===== config.mk =====
export PLATFORM = sky130hd
export DESIGN_NAME = serial_bit_feeder
export DESIGN_NICKNAME = d
export VERILOG_FILES = /design/src/rtl/serial_feeder_pkg.sv /design/src/rtl/serial_bit_feeder.sv
export SDC_FILE = /design/constraint.sdc
export NUM_CORES = 1
export LEC_CHECK = 0
export ABC_AREA = 0
export BUFFER_PORTS_ARGS = -buffer_cell sky130_fd_sc_hd__buf_4
export CORE_MARGIN = 1
export CORE_UTILIZATION = 40
export CTS_CLUSTER_SIZE = 30
export DETAILED_ROUTE_END_ITERATION = 8
export HOLD_SLACK_MARGIN = 0.03
export PLACE_DENSITY = 0.66
export SYNTH_ARGS = -nofsm -noshare
export SYNTH_HDL_FRONTEND = slang
export SYNTH_SLANG_ARGS = --single-unit

===== constraint.sdc =====
create_clock -name clk -period 1.3 [get_ports clk]
set_input_delay 0.26 -clock clk [delete_from_list [all_inputs] [get_ports clk]]
set_output_delay 0.26 -clock clk [all_outputs]
set_load 0.02 [all_outputs]

===== src/rtl/serial_feeder_pkg.sv =====
// Shared types and sizing helpers for the serial bit feeder.
package serial_feeder_pkg;

  typedef enum logic [0:0] {IDLE, SHIFT} feeder_state_t;

  // Bit counter must index 0..WIDTH-1; keep at least one bit.
  function automatic int cnt_width(input int width);
    return (width <= 2) ? 1 : $clog2(width);
  endfunction

  localparam int DEFAULT_WIDTH = 8;

endpackage


===== src/rtl/serial_bit_feeder.sv =====
// Parallel-in/serial-out feeder with a one-word hold buffer for gapless streaming.
module serial_bit_feeder
  import serial_feeder_pkg::*;
#(
  parameter int   WIDTH     = DEFAULT_WIDTH,
  parameter bit   MSB_FIRST = 1'b1,
  parameter logic IDLE_BIT  = 1'b0
) (
  input  logic             clk,
  input  logic             rst,
  input  logic             load_valid,
  input  logic [WIDTH-1:0] load_data,
  output logic             load_ready,
  input  logic             shift_en,
  output logic             bit_out,
  output logic             bit_valid,
  output logic             busy,
  output logic             word_done
);

  localparam int CW = cnt_width(WIDTH);
  localparam logic [CW-1:0] LAST = CW'(WIDTH - 1);

  feeder_state_t    state_q, state_d;
  logic [WIDTH-1:0] sreg_q, sreg_d;
  logic [WIDTH-1:0] hold_q, hold_d;
  logic             hold_full_q, hold_full_d;
  logic [CW-1:0]    cnt_q, cnt_d;
  logic             word_done_q, word_done_d;
  logic             accept;
  logic             last_consumed;

  assign accept        = load_valid && !hold_full_q;
  assign last_consumed = (state_q == SHIFT) && shift_en && (cnt_q == LAST);

  always_comb begin
    state_d     = state_q;
    sreg_d      = sreg_q;
    hold_d      = hold_q;
    hold_full_d = hold_full_q;
    cnt_d       = cnt_q;
    word_done_d = 1'b0;
    unique case (state_q)
      IDLE: begin
        if (accept) begin
          sreg_d  = load_data;
          cnt_d   = '0;
          state_d = SHIFT;
        end
      end
      SHIFT: begin
        if (last_consumed) begin
          word_done_d = 1'b1;
          cnt_d       = '0;
          if (hold_full_q) begin
            sreg_d      = hold_q;
            hold_full_d = 1'b0;
          end else if (accept) begin
            sreg_d = load_data;
          end else begin
            state_d = IDLE;
          end
        end else begin
          if (shift_en) begin
            sreg_d = MSB_FIRST ? (sreg_q << 1) : (sreg_q >> 1);
            cnt_d  = cnt_q + CW'(1);
          end
          // Words arriving mid-word wait in the hold buffer.
          if (accept) begin
            hold_d      = load_data;
            hold_full_d = 1'b1;
          end
        end
      end
      default: state_d = IDLE;
    endcase
  end

  always_ff @(posedge clk) begin
    if (rst) begin
      state_q     <= IDLE;
      sreg_q      <= '0;
      hold_q      <= '0;
      hold_full_q <= 1'b0;
      cnt_q       <= '0;
      word_done_q <= 1'b0;
    end else begin
      state_q     <= state_d;
      sreg_q      <= sreg_d;
      hold_q      <= hold_d;
      hold_full_q <= hold_full_d;
      cnt_q       <= cnt_d;
      word_done_q <= word_done_d;
    end
  end

  always_comb begin
    bit_valid  = (state_q == SHIFT);
    bit_out    = IDLE_BIT;
    if (state_q == SHIFT) bit_out = MSB_FIRST ? sreg_q[WIDTH-1] : sreg_q[0];
    load_ready = !hold_full_q;
    busy       = (state_q == SHIFT) || hold_full_q;
    word_done  = word_done_q;
  end

endmodule


==> results of run 1 <==
## layout make-up
cell class / count / area share
clock buffers: 3 / 0.0136
clock inverters: 1 / 0.0181
inverters: 3 / 0.00980
multi-input cells: 90 / 0.464
flip-flops and latches: 22 / 0.270
well taps: 30 / 0.0226
repair buffers: 39 / 0.202
## per-layer routing
metal,share of wire,track usage
met5,0,0
met4,0.014,0.0385
met3,0.049,0.0528
met2,0.47,0.380
met1,0.46,0.290
## sequential cells by signal, indices dropped and copies added, names as in the netlist
register,flops
bit_valid,1
cnt_q,3
hold_full_q,1
hold_q,8
sreg_q,8
word_done,1
## stage by stage
step,std cells,utilization
after floorplan,122,-
after global placement,177,0.549
after detailed placement,177,0.549
after CTS,189,0.632
after global routing,188,0.652
final,188,0.652
## cells by family after synthesis
kind of cell / after synthesis / synth area share
compound gates: 31 / 0.189
fa+ha+maj: 2 / 0.0227
buf+inv: 10 / 0.0432
flops: 22 / 0.400
mux: 15 / 0.150
simple gates: 42 / 0.195
## power groups by stage
stage	clock network [mW]	registers [mW]	logic [mW]
after global routing	0.570	0.750	0.378
after CTS	0.543	0.744	0.342
final	0.535	0.746	0.354
after global placement	0	0.755	0.288
after floorplan	0	0.748	0.172
after detailed placement	0	0.756	0.293
## how the worst min path moves through the flow
stage / from / endpoint / slack [ns]
finish: load_data[5] / hold_q[5] / 0.19
global route: load_data[4] / sreg_q[4] / 0.18
CTS: load_data[3] / hold_q[3] / 0.18
detailed placement: hold_q[2] / hold_q[2] / 0.48
global placement: cnt_q[1] / cnt_q[1] / 0.48
floorplan: load_data[2] / sreg_q[2] / 0.40
## cell usage in the layout (no fill, tap or decap), types with 4 or more instances in the layout
cell type / count
nor2_1: 15
nand2b_1: 4
buf_4: 30
mux2i_1: 12
dfxtp_1: 18
buf_6: 8
a21oi_1: 6
## worst max-delay path, stage by stage (launching register included)
cell	delay, ns
dfxtp_2	0.36
buf_12	0.12
or2_4	0.23
buf_6	0.11
buf_6	0.12
## repair_timing
item,4_1_cts,5_1_grt
setup buffers,8,0
setup endpoints to repair,21,20
pin swaps,12,7
endpoints found under the hold margin,0,0
gates resized for setup,30,13
==> metrics, run 1 <==
WS Path Type flip-flop to primary output; Hold Crit Depth 3; register area ~450 um2; Tmin final 1.52 ns; sw frac 0.258; synthesized area per cell 9.03 um2; DR WL/cell around 16 um; Worst Setup EP busy; crit path max fanout 3; Worst-Skew Late Latency 0.31 ns; Via density between 5 and 6; final setup margin -0.215 ns; RSZ-0062 raised after global routing true; layout cells sized above 1 0.481; main area contributors after synthesis dfxtp_1 (40%), mux2i_1 (11%), nor2_1 (5.5%), a21oi_1 (5.0%), mux2_4 (4.1%); sequential area share after synthesis 0.400; pin count of the biggest net entering global routing 14; Post-synth top cells dfxtp_1 (22), nor2_1 (16), mux2i_1 (12); vias in the first global route slightly above 1000; CP Data Required Time 1.04 ns; Iteration-0 DRC Markers 32; Core Footprint 2540 um2; setup_tns -1.71 ns; Die Area 2970 um2; Initial Util 0.433; crit end category primary output; worst reg2reg setup slack -0.18 ns; reg2reg path depth 7; R2R Path End sreg_q[4]; power density cells approximately 990 nW/um2; clock share of power 0.327; DRC Markers 0; worst hold path type primary input to flip-flop; Worst Skew 0.00220 ns; Nets 173; Peak VDD IR 824 uV; Place WS -0.146 ns; f_max about 0.66 GHz; failing checks negative setup slack; Area Growth Syn to Fin 50.8%; total power 1.64 mW; worst path arrival time approximately 1.3 ns; leakage power 0.714 nW; root buffer cell clkbuf_4; Synth area leader dfxtp_1; Seq cells post-synth 22; # setup viols final 18; Core Rows 18; sequential share of power 0.456; critical path launch point hold_full_q; top cell type's share of synthesized area 0.400; Hold-fix buffers, CTS 0; grt total ovfl 0; Setup crit start kind flip-flop; # clock sinks 22; Multi-input gate area 771 um2; Total GRT Usage 0.224; CTS Buf Count 3; NetSw around 0.42 mW; slew margin rel. 0.809; Fillers 220; Max clock buf depth 2; cell with the most instances after synthesis dfxtp_1; final hold violations 0; Hold Worst Slack around 0.19 ns; Final Cell Area about 1700 um2; syn nets between 100 and 150; global-route wire length before repair roughly 4700 um; Post-synth top flop dfxtp_1; Ant. Diodes 0; chip width 54.5 um; Worst-Margin Slew 0.286 ns; reg2reg start hold_full_q; Distinct cells, synth 35; RePlAce Congestion between 0.8 and 0.9; cell-internal power 1.21 mW; PortBufs 16; initial antenna violation count 0; Vias 1069; combinational power share 0.217; number of synthesized flops with an enable pin 0; DP HPWL 1980 um; antenna viol nets, final 0; outcome complete, but fails checks; clock slew at reported path FFs 0.13 ns; Ys Warns 0; Die H about 54 um; num ports 17; Max Transition Viols Final 0; asr flop ratio synth 0; max_cap viols 0; H-Tree Depth 1; fin crit share 1.17; Synth Cell Area 1100 um2; placed cell area 1400 um2; TritonCTS clock tree done; Gate Count Post-Synth 122; drt total wl 3100 um; DRT Pass-1 Iters 4
Power figures use the tool's default switching activity.
==> run 2: changes to the inputs <==
ABC_AREA = 1   (was 0)
==> run 2 against run 1 <==
Compared with the run above:
- the flow still finishes with violations (negative setup slack)
- count of clock-buffer cells in the layout rose by 1
- setup slack gained 0.12 ns
- sequential power is 0.9% higher
- wire length is 0.39% higher
- sequential share of layout area is 2.0 points higher
- core utilization fell by 4.1 points
- critical endpoint is now hold_q[0]
- largest power group unchanged
==> metrics, run 2 <==
outcome complete, but fails checks; failing checks negative setup slack; most frequent cells in the layout nand2_1 (44), buf_4 (28), inv_1 (19); initial antenna violation count 0 (unchanged); Peak VDD IR 698 uV (-15%); f_max 0.717 GHz (+8.6%); most common cell after layout, fill and taps aside nand2_1; complex-gate fraction of the synthesized area 0.206 (+0.0177); number of synthesized flops with an enable pin 0 (unchanged); synthesized area per cell 6.73 um2 (-25%); # setup viols final 17 (-1); slew margin rel. 0.765 (-0.0446); Max clock buf depth 2 (unchanged); DR WL/cell 13.7 um (-17%); Seq cells post-synth 22 (unchanged); DRC Markers 0 (unchanged); final setup margin -0.0955 ns (+0.120 ns); CP Data Required Time 1.50 ns (+0.46 ns); Total GRT Usage 0.239 (+0.0155); Hold Worst Slack 0.210 ns (+0.0199 ns); largest registers hold_q x8, sreg_q x8, cnt_q x3; power density cells 935 nW/um2 (-5.1%); cell-internal power 1.02 mW (-16%); Gate Count Post-Synth 164 (+34%); dpl cells 217 (+23%); Hold-fix buffers, CTS 0 (unchanged); Post-Synth Adder-Cell Area 0.0227 (-0.0000515); Post-synth top flop dfxtp_1; clock slew at reported path FFs 0.13 ns (about the same); vias in the first global route 1045 (+1.4%); max_cap viols 0 (unchanged); Initial Util 0.434 (+0.000983); Die Area 2970 um2 (+0.22%); register area 450 um2 (+0.56%); Via density 5.12 (-10%); CP top delay family flip-flops; Worst-Margin Slew 0.353 ns (+0.0671 ns); worst hold path type primary input to flip-flop; slowest stage delay, CP 0.36 ns (about the same); DRT Pass-1 Iters 4 (unchanged); global-route wire length before repair 5020 um (+6.3%); NetSw 0.432 mW (+2.5%); Vias 1162 (+8.7%); num ports 17 (unchanged); XOR/XNOR Fraction of Synth Area 0 (unchanged); CP cell instances ha_4 > ha_4 > nand3_4 > buf_6 > nand3_4 > a21oi_2 > nor2_1; # clock sinks 22 (unchanged); Ys Warns 0 (unchanged); Max Transition Viols Final 0 (unchanged); main combinational cell family by area after synthesis simple AND/OR/NAND/NOR gates; crit path max fanout 8 (+5); asr flop ratio synth 0 (unchanged); Die H 54.5 um (+0.11%); cell with the most instances after synthesis nand2_1; layout cells sized above 1 0.345 (-0.136); H-Tree Depth 1 (unchanged); Synth area leader dfxtp_1; DP HPWL 2160 um (+9.0%); fin crit share 1.07 (-0.0922); Tmin final 1.40 ns (-0.120 ns); Synth Cell Area 1100 um2 (+0.23%); combinational power share 0.222 (+0.005); crit end category flip-flop; Ant. Diodes 0 (unchanged); CP bufs+invs 1 (-2); Slowest-stage cell, CP dfxtp_2; grt total ovfl 0 (unchanged); final hold violations 0 (unchanged); worst path arrival time 1.60 ns (+0.34 ns); drt total wl 3110 um (+0.39%); antenna viol nets, final 0 (unchanged); chip width 54.5 um (+0.11%); Fillers 243 (+10%); setup_tns -0.832 ns (+0.880 ns); Worst-Skew Late Latency 0.31 ns (about the same); Area Growth Syn to Fin 41.0%; WS Path Type flip-flop to flip-flop; sequential share of power 0.518 (+0.062); Nets 212 (+23%); pin count of the biggest net entering global routing 16 (+2); Worst Skew 0.00782 ns (+0.00562 ns); Iteration-0 DRC Markers 27 (-16%); leakage power 0.655 nW (-8.3%); Distinct cells, synth 18 (-49%); PortBufs 16 (unchanged); CTS Buf Count 3 (unchanged); simple-gate share of the synthesized area 0.266 (+0.0710); Core Footprint 2540 um2 (unchanged); clock share of power 0.260 (-0.067); TritonCTS clock tree done; Multi-input gate area 687 um2 (-11%); RePlAce Congestion 0.936 (+14%); Final Non-Filler Cells 227 (+21%); Post-synth top cells nand2_1 (45), dfxtp_1 (22), inv_1 (21); Setup crit start kind flip-flop; root buffer cell clkbuf_4; sequential area share after synthesis 0.399 (-0.000907); main area contributors after synthesis dfxtp_1 (40%), nand2_1 (15%), a21oi_1 (9.1%), inv_1 (7.1%), o21ai_0 (5.4%); mux cell area share after synthesis 0 (-0.150); Core Rows 18 (unchanged); RSZ-0062 raised after global routing true; syn nets 178 (+31%); sw frac 0.297 (+0.0390); top cell type's share of synthesized area 0.399 (-0.000907)
## run 2: cell types whose count changed in the layout (fill, tap and decap cells not counted), moves of 4 or more
cell / change
a21oi_1: +9
buf_6: -5
inv_1: +18
mux2i_1: -12
nand2_1: +41
nand2b_1: -4
nand3_1: +7
nor2_1: -6
o211ai_1: +4
o21ai_0: +5
o21ai_2: +4
## run 2: cell type report
cell class              count  area share
inverters                  24      0.0651
multi-input cells         116       0.441
flip-flops and latches     22       0.289
well taps                  30      0.0241
repair buffers             31       0.157
clock buffers               4      0.0233
## run 2: final timing paths
check	from	depth (start not counted)	slack, ns	end
setup reg to reg	cnt_q[1]	7	-0.1	hold_q[0]
hold / removal	load_data[4]	3	0.21	hold_q[4]
hold reg to reg	hold_q[6]	2	0.47	hold_q[6]
setup / recovery	cnt_q[1]	7	-0.1	hold_q[0]
## run 2: worst register-to-register path, stage by stage, from the launching register on
cell and delay, ns:
dfxtp_2 0.36, ha_4 0.16, ha_4 0.17, nand3_4 0.14
buf_6 0.13, nand3_4 0.15, a21oi_2 0.16, nor2_1 0.04
## run 2: what timing repair did
action                     4_1_cts  5_1_grt
resized for setup               22       21
setup buffers                    6        1
setup endpoints to repair       18       19
pin swaps                        7       16
gates cloned                     1        0
## run 2: through the flow
step,power [mW],utilization,worst slack (ns),instance area [um2]
2_1_floorplan,0.922,-,0.00345,1130
3_3_place_gp,1.02,0.526,-0.139,1340
3_5_place_dp,1.03,0.526,-0.266,1340
4_1_cts,1.44,0.586,-0.0783,1490
5_1_grt,1.54,0.612,-0.165,1560
6_report,1.46,0.612,-0.0955,1560
## run 2: metal layers
layer | up-vias | global-route usage | routed length (um) | part of all wire
li1 | 600 | - | - | -
met1 | 539 | 0.336 | 1460 | 0.47
met2 | 19 | 0.374 | 1530 | 0.49
met3 | 4 | 0.0333 | 98 | 0.032
met4 | 0 | 0.0769 | 25 | 0.0080
met5 | - | 0 | 0 | 0
## run 2: power groups by stage
stage	sequential [mW]	combinational [mW]	clock [mW]
after floorplan	0.759	0.163	0
after global placement	0.765	0.257	0
after CTS	0.750	0.300	0.392
after global routing	0.757	0.356	0.425
final	0.753	0.323	0.379
after detailed placement	0.766	0.262	0
## run 2: logic make-up (layout without fill, tap and decap cells)
logic type      Yosys count  count (layout)
simple gates             71              72
fa+ha+maj                 2               2
buf+inv                  27              59
flops                    22              22
compound gates           42              42
